## src/rtl/lfs_pkg.sv

```systemverilog
// Shared types and constants for the layer fetch sequencer.
// Sequencer states, burst geometry and the input-count clamp.
package lfs_pkg;

  typedef enum logic [2:0] {
    IDLE,
    BURST,
    GAP,
    PRESENT,
    FIN
  } lfs_state_t;

  localparam int LFS_K_PER_BURST = 4;
  localparam int LFS_MAX_INPUTS  = 4;

  // A layer never has more inputs than the memory's input select can address
  function automatic logic [2:0] lfs_clamp_inputs(input logic [2:0] num);
    return (num > 3'(LFS_MAX_INPUTS)) ? 3'(LFS_MAX_INPUTS) : num;
  endfunction

endpackage

```

## src/rtl/lfs_capture_buf.sv

```systemverilog
// Four-slot word register bank filled one word per write from a memory burst.
// The packed output holds slot k at bits [k*DW +: DW].
module lfs_capture_buf
  import lfs_pkg::*;
#(
  parameter int DW = 16
) (
  input  logic                         clk,
  input  logic                         rst,
  input  logic                         wr_en,
  input  logic [1:0]                   slot,
  input  logic [DW-1:0]                wr_data,
  output logic [LFS_K_PER_BURST*DW-1:0] words
);

  always_ff @(posedge clk or posedge rst) begin
    if (rst) begin
      words <= '0;
    end else if (wr_en) begin
      words[int'(slot)*DW +: DW] <= wr_data;
    end
  end

endmodule

```

## src/rtl/layer_fetch_seq.sv

```systemverilog
// Read-side sequencer: bursts one layer's weights/biases out of memory and presents
// per-input weight vectors over valid/ready. Optional out_zero flag: LFS_ZERO_SKIP_EN.
module layer_fetch_seq
  import lfs_pkg::*;
#(
  parameter int DW          = 16,
  parameter int K_PER_BURST = 4
) (
  input  logic            clk,
  input  logic            rst,
  input  logic            start,
  input  logic [5:0]      layer,
  input  logic [2:0]      num_inputs,
  output logic            busy,
  output logic            done,
  output logic            weight_en,
  output logic            bias_en,
  output logic [5:0]      n,
  output logic [5:0]      i,
  input  logic [DW-1:0]   wt_data,
  input  logic [DW-1:0]   bias_data,
  output logic            out_valid,
  input  logic            out_ready,
  output logic [1:0]      out_idx,
  output logic [4*DW-1:0] out_w,
  output logic [4*DW-1:0] out_bias,
  output logic            bias_valid
`ifdef LFS_ZERO_SKIP_EN
  ,
  output logic            out_zero
`endif
);

  localparam logic [1:0] LAST_BEAT = 2'(K_PER_BURST - 1);

  lfs_state_t state, state_next;

  logic [5:0] layer_q;
  logic [2:0] num_q;
  logic [2:0] num_clamped;
  logic [2:0] idx;
  logic [2:0] idx_next;
  logic [1:0] beat;
  logic [1:0] beat_d;
  logic       wcap_d;
  logic       bcap_d;

  assign num_clamped = lfs_clamp_inputs(num_inputs);
  assign idx_next    = idx + 3'd1;

  always_ff @(posedge clk or posedge rst) begin
    if (rst) begin
      state <= IDLE;
    end else begin
      state <= state_next;
    end
  end

  always_comb begin
    state_next = state;
    unique case (state)
      IDLE: begin
        if (start) begin
          state_next = (num_clamped == 3'd0) ? FIN : BURST;
        end
      end
      BURST: begin
        if (beat == LAST_BEAT) begin
          state_next = GAP;
        end
      end
      GAP: begin
        state_next = PRESENT;
      end
      PRESENT: begin
        if (out_ready) begin
          state_next = (idx_next == num_q) ? FIN : BURST;
        end
      end
      FIN: begin
        state_next = IDLE;
      end
      default: begin
        state_next = IDLE;
      end
    endcase
  end

  // Memory data lags its enable by one edge, so capture uses last cycle's beat
  always_ff @(posedge clk or posedge rst) begin
    if (rst) begin
      layer_q    <= '0;
      num_q      <= '0;
      idx        <= '0;
      beat       <= '0;
      beat_d     <= '0;
      wcap_d     <= 1'b0;
      bcap_d     <= 1'b0;
      bias_valid <= 1'b0;
    end else begin
      wcap_d <= weight_en;
      bcap_d <= bias_en;
      beat_d <= beat;
      unique case (state)
        IDLE: begin
          if (start) begin
            layer_q <= layer;
            num_q   <= num_clamped;
            idx     <= '0;
            beat    <= '0;
          end
        end
        BURST: begin
          beat <= beat + 2'd1;
        end
        GAP: begin
          if (idx == 3'd0) begin
            bias_valid <= 1'b1;
          end
        end
        PRESENT: begin
          if (out_ready) begin
            idx  <= idx_next;
            beat <= '0;
            if (idx_next == num_q) begin
              bias_valid <= 1'b0;
            end
          end
        end
        default: begin
        end
      endcase
    end
  end

  assign busy      = (state == BURST) || (state == GAP) || (state == PRESENT);
  assign done      = (state == FIN);
  assign weight_en = (state == BURST);
  assign bias_en   = weight_en && (idx == 3'd0);
  assign n         = layer_q;
  assign i         = weight_en ? {3'b000, idx} : 6'd0;
  assign out_valid = (state == PRESENT);
  assign out_idx   = idx[1:0];

  lfs_capture_buf #(.DW(DW)) u_wt_buf (
    .clk     (clk),
    .rst     (rst),
    .wr_en   (wcap_d),
    .slot    (beat_d),
    .wr_data (wt_data),
    .words   (out_w)
  );

  lfs_capture_buf #(.DW(DW)) u_bias_buf (
    .clk     (clk),
    .rst     (rst),
    .wr_en   (bcap_d),
    .slot    (beat_d),
    .wr_data (bias_data),
    .words   (out_bias)
  );

`ifdef LFS_ZERO_SKIP_EN
  assign out_zero = out_valid && (out_w == '0);
`endif

endmodule

```

## config.mk

```make
export PLATFORM = sky130hd
export DESIGN_NAME = layer_fetch_seq
export DESIGN_NICKNAME = d
export VERILOG_FILES = /design/src/rtl/lfs_pkg.sv /design/src/rtl/lfs_capture_buf.sv /design/src/rtl/layer_fetch_seq.sv
export SDC_FILE = /design/constraint.sdc
export NUM_CORES = 1
export LEC_CHECK = 0
export CORE_ASPECT_RATIO = 0.9
export CORE_UTILIZATION = 49
export CTS_CLUSTER_SIZE = 14
export DETAILED_ROUTE_END_ITERATION = 6
export PLACE_DENSITY_LB_ADDON = 0.3
export SLEW_MARGIN = 20
export SYNTH_ARGS = -nofsm -noshare
export SYNTH_HDL_FRONTEND = slang
export SYNTH_SLANG_ARGS = --single-unit
```

## constraint.sdc

```tcl
create_clock -name clk -period 9.1 [get_ports clk]
set_clock_uncertainty 0.05 [all_clocks]
set_input_delay 1.365 -clock clk [delete_from_list [all_inputs] [get_ports clk]]
set_output_delay 1.365 -clock clk [all_outputs]
set_load 0.02 [all_outputs]
```

==> qor.log <==
qor: status.status finished clean
qor: critical_path.critPathMaxStageDelay 0.63 ns
qor: logic_synthesis.synth_area_per_cell 14.3 sq um
qor: floorplan.core_region_area 11500 sq um
qor: sta.finalMaxSlewViolations 0
qor: logic_synthesis.multiplexer_fraction_of_the_synthesized_cell_area 2.29%
qor: global_route.grt_antenna_before_repair 0
qor: logic_synthesis.synth_enable_flop_cells 0
qor: critical_path.worst_r2r_startpoint beat_d[0]
qor: cts.cts_tree built
qor: critical_path.cp_slowest_cell sky130_fd_sc_hd__clkdlybuf4s50_1
qor: logic_synthesis.synth_compound_gate_area_share 21.0%
qor: cts.clk_pin_slew 0.06 ns
qor: logic_synthesis.ys_seq_elements 150
qor: logic_synthesis.combinational_family_with_the_most_area_after_synthesis compound AO/OA/AOI/OAI gates
qor: floorplan.io_pins 193
qor: critical_path.cp-endpoint bias_en
qor: critical_path.path_class flop to primary output
qor: place.dp_hpwl 10300 microns
qor: drt.drt_drc_violations_left 0
qor: layout.finalNonFillerCells 755
qor: critical_path.critPathArrivalTime 2.24 ns
qor: logic_synthesis.synth-async-reset-ratio 100%
qor: floorplan.chipHeight 105 microns
qor: cts.tritoncts.num_buffers 17
qor: sta.timing_worst_slew_pin_value 0.995 ns
qor: place.place.port_buffers 189
qor: layout.nets 639
qor: sta.grt_setup_unrepaired false
qor: sta.worst_slew_margin_rel 33.2%
qor: logic_synthesis.post_synthesis_cells 404
qor: flow_run.drv.max_cap_violation_count 0
qor: critical_path.cp-end-kind primary output
qor: drt.wirelength 15500 microns
qor: critical_path.r2r_slack 6.38 ns
qor: layout.ff_latch_area 3750 sq um
qor: logic_synthesis.yosys.area_share.xor_xnor 0.692%
qor: sta.finalCritPeriodShare 40.2%
qor: drt.route.vias.total 4415
qor: critical_path.worst_path_cell_chain and3_1 > and3_1 > clkdlybuf4s50_1
qor: logic_synthesis.synth.lib_cells_used.distinct 46
qor: power_and_ir_drop.total_leakage_power 3.77 nW
qor: critical_path.r2r-end u_bias_buf.words[2]
qor: sta.final-hold-violation-count 0
qor: logic_synthesis.synth.yosys.seq_area_share 64.9%
qor: global_route.grt.overflow.total 0
qor: cts.max-clock-path-buffers 2
qor: critical_path.cp_startpoint state[0]
qor: cts.worstSkewPairLatency 0.42 ns
qor: cts.cts_hold_buffers 0
qor: critical_path.maximum_fanout_along_the_worst_path 13
qor: layout.multiInputGateArea 1860 sq um
qor: sta.setup_viol_count_final 0
qor: layout.synthToLayoutAreaGrowth 44.5%
qor: hold_path.holdCritPathClass flop to flop
qor: logic_synthesis.post_synth_and_or_nand_nor_area_fraction 5.84%
qor: place.finalWeightedCongestion 0.873
qor: global_route.grt_max_degree 81
qor: floorplan.rows 37
qor: layout.drive_above_1_share 8.01%
qor: drt.routed_via_count_divided_by_cell_count 5.85
qor: logic_synthesis.ys.warnings.count 0
qor: floorplan.floorplan.die.width 117 microns
qor: drt.avgRoutedWirePerCell 20.5 microns
qor: logic_synthesis.synthAdderAreaFrac 1.73%
qor: drt.dr.first_iter.drc_count 364
qor: floorplan.floorplan.initialDensity 50.4%
qor: place.place.detailed.instances 722
qor: drt.topRoutingLayerUsed met4
qor: global_route.gr-usage-all-layers 27.2%
qor: drt.antenna_violating_nets_remaining 0
qor: cts.cts.sink_count 150
qor: critical_path.worst_r2r_path_depth 5
qor: logic_synthesis.ys_dominant_reg_cell sky130_fd_sc_hd__dfrtp_1
qor: sta.max_clock_freq 273 MHz
qor: drt.route.met3.wl 1290 microns
qor: critical_path.worst_setup_path_start_kind flop
qor: drt.wl_met2 7460 microns
qor: cts.cts_max_level 4
qor: global_route.grt_pass1_wl 24700 microns
qor: critical_path.critical_path_required 7.69 ns
qor: cts.postCtsResizedCells 0
qor: layout.final.fill_count 774
qor: logic_synthesis.synth_area 5780 sq um
qor: power_and_ir_drop.power-per-cell-area 370 nW/um^2
qor: cts.post-cts-setup-buffers 0
qor: floorplan.floorplan.die_area 12200 sq um
qor: cts.cts-root-buf sky130_fd_sc_hd__clkbuf_16
qor: power_and_ir_drop.vdd.ir_drop.worst 0.226 mV
qor: sta.totalNegativeSetupSlack 0 ns
qor: global_route.vias_in_the_first_global_route 4480
qor: drt.wire_length_on_met1 6570 microns
qor: critical_path.crit_path_frequent_cell sky130_fd_sc_hd__and3_1
qor: sta.timing.final.crit_period 3.66 ns
qor: drt.dr.pass1.iters 5
qor: layout.num_antenna_cells 0
cells by family (layout without fill, tap and decap cells):
group / count (synthesis) / in the layout
AO/OA/AOI/OAI: 141 / 141
adder cells (fa/ha/maj): 8 / 8
XOR/XNOR: 3 / 3
other: 1 / 3
flip-flops: 150 / 150
buffers and inverters: 39 / 232
multiplexers: 11 / 11
AND/OR/NAND/NOR: 51 / 51
critical path: cells and delay by family (launching register included):
kind	cells	cell delay (ns)
buf+inv	1	0.63
flops	1	0.56
simple gates	2	0.64
stage by stage:
stage | cell area [sq um] | hold slack, ns | worst slack (ns) | util (%) | power, mW
after global routing | 8360 | 0.399 | 5.32 | 72.8 | 3.24
after floorplan | 5790 | 0.328 | 3.65 | - | 1.77
final | 8360 | 0.378 | 5.44 | 72.8 | 3.10
after detailed placement | 7730 | 0.365 | 5.70 | 67.3 | 2.39
after global placement | 7720 | 0.355 | 5.74 | 67.3 | 2.36
after CTS | 8320 | 0.381 | 5.44 | 72.5 | 3.10
metal layers:
layer,GRT usage [%],up-vias
met2,40.4,238
met4,10.5,0
met5,0,-
li1,-,1904
met1,37.7,2256
met3,8.06,17
layout make-up:
type	instances	share of cell area [%]
clock buffers	24	5.88
clock inverters	8	1.15
inverters	9	0.464
multi-input cells	217	22.2
flip-flops and latches	150	44.9
well taps	156	2.33
repair buffers	191	23.1
sequential cells by signal, summed over array words and instances, names as in the netlist, 2 cells and up:
register          cells
u_bias_buf.words     64
beat                  2
num_q                 3
u_wt_buf.words       64
beat_d                2
state                 3
n                     6
idx                   3
power breakdown:
group | switching (mW) | internal (mW)
sequential | 0.183 | 0.911
combinational | 0.658 | 0.651
clock | 0.262 | 0.431
how the worst min path moves through the flow:
stage	to	cells after the start	slack, ns	startpoint
floorplan	beat_d[1]	0	0.33	beat[1]
global placement	beat_d[1]	0	0.35	beat[1]
detailed placement	beat_d[1]	0	0.37	beat[1]
CTS	beat_d[0]	0	0.38	beat[0]
global route	beat_d[1]	0	0.40	beat[1]
finish	beat_d[0]	0	0.38	beat[0]
cells in the mapped netlist, types with 3 or more instances:
cell	count	area [sq um]
sky130_fd_sc_hd__and2_1	3	18.8
sky130_fd_sc_hd__mux2_4	3	45.0
sky130_fd_sc_hd__buf_2	11	55.1
sky130_fd_sc_hd__nor3b_2	3	37.5
sky130_fd_sc_hd__buf_4	6	45.0
sky130_fd_sc_hd__dfrtp_1	150	3750
sky130_fd_sc_hd__nor2_1	5	18.8
sky130_fd_sc_hd__a22o_1	130	1140
sky130_fd_sc_hd__mux2_2	6	67.6
sky130_fd_sc_hd__clkbuf_1	10	37.5
sky130_fd_sc_hd__nand3_1	5	25.0
sky130_fd_sc_hd__o21ai_0	3	15.0
sky130_fd_sc_hd__and4_1	3	26.3
sky130_fd_sc_hd__inv_1	9	33.8
sky130_fd_sc_hd__nand2_1	13	48.8
sky130_fd_sc_hd__ha_1	8	100
cell usage in the layout, fill, tap and decap left out, types with 3 or more instances in the layout:
cell type | synthesis | final
sky130_fd_sc_hd__a22o_1 | 130 | 130
sky130_fd_sc_hd__and2_1 | 3 | 3
sky130_fd_sc_hd__and4_1 | 3 | 3
sky130_fd_sc_hd__clkbuf_1 | 10 | 3
sky130_fd_sc_hd__clkbuf_16 | 0 | 17
sky130_fd_sc_hd__clkbuf_8 | 0 | 4
sky130_fd_sc_hd__clkdlybuf4s50_1 | 0 | 189
sky130_fd_sc_hd__clkinv_2 | 0 | 4
sky130_fd_sc_hd__conb_1 | 1 | 3
sky130_fd_sc_hd__dfrtp_1 | 150 | 150
sky130_fd_sc_hd__ha_1 | 8 | 8
sky130_fd_sc_hd__inv_1 | 9 | 8
sky130_fd_sc_hd__mux2_2 | 6 | 6
sky130_fd_sc_hd__mux2_4 | 3 | 3
sky130_fd_sc_hd__nand2_1 | 13 | 13
sky130_fd_sc_hd__nand3_1 | 5 | 5
sky130_fd_sc_hd__nor2_1 | 5 | 5
sky130_fd_sc_hd__nor3b_4 | 0 | 3
sky130_fd_sc_hd__o21ai_0 | 3 | 3
Note: power is estimated with default switching activity, not from simulation.
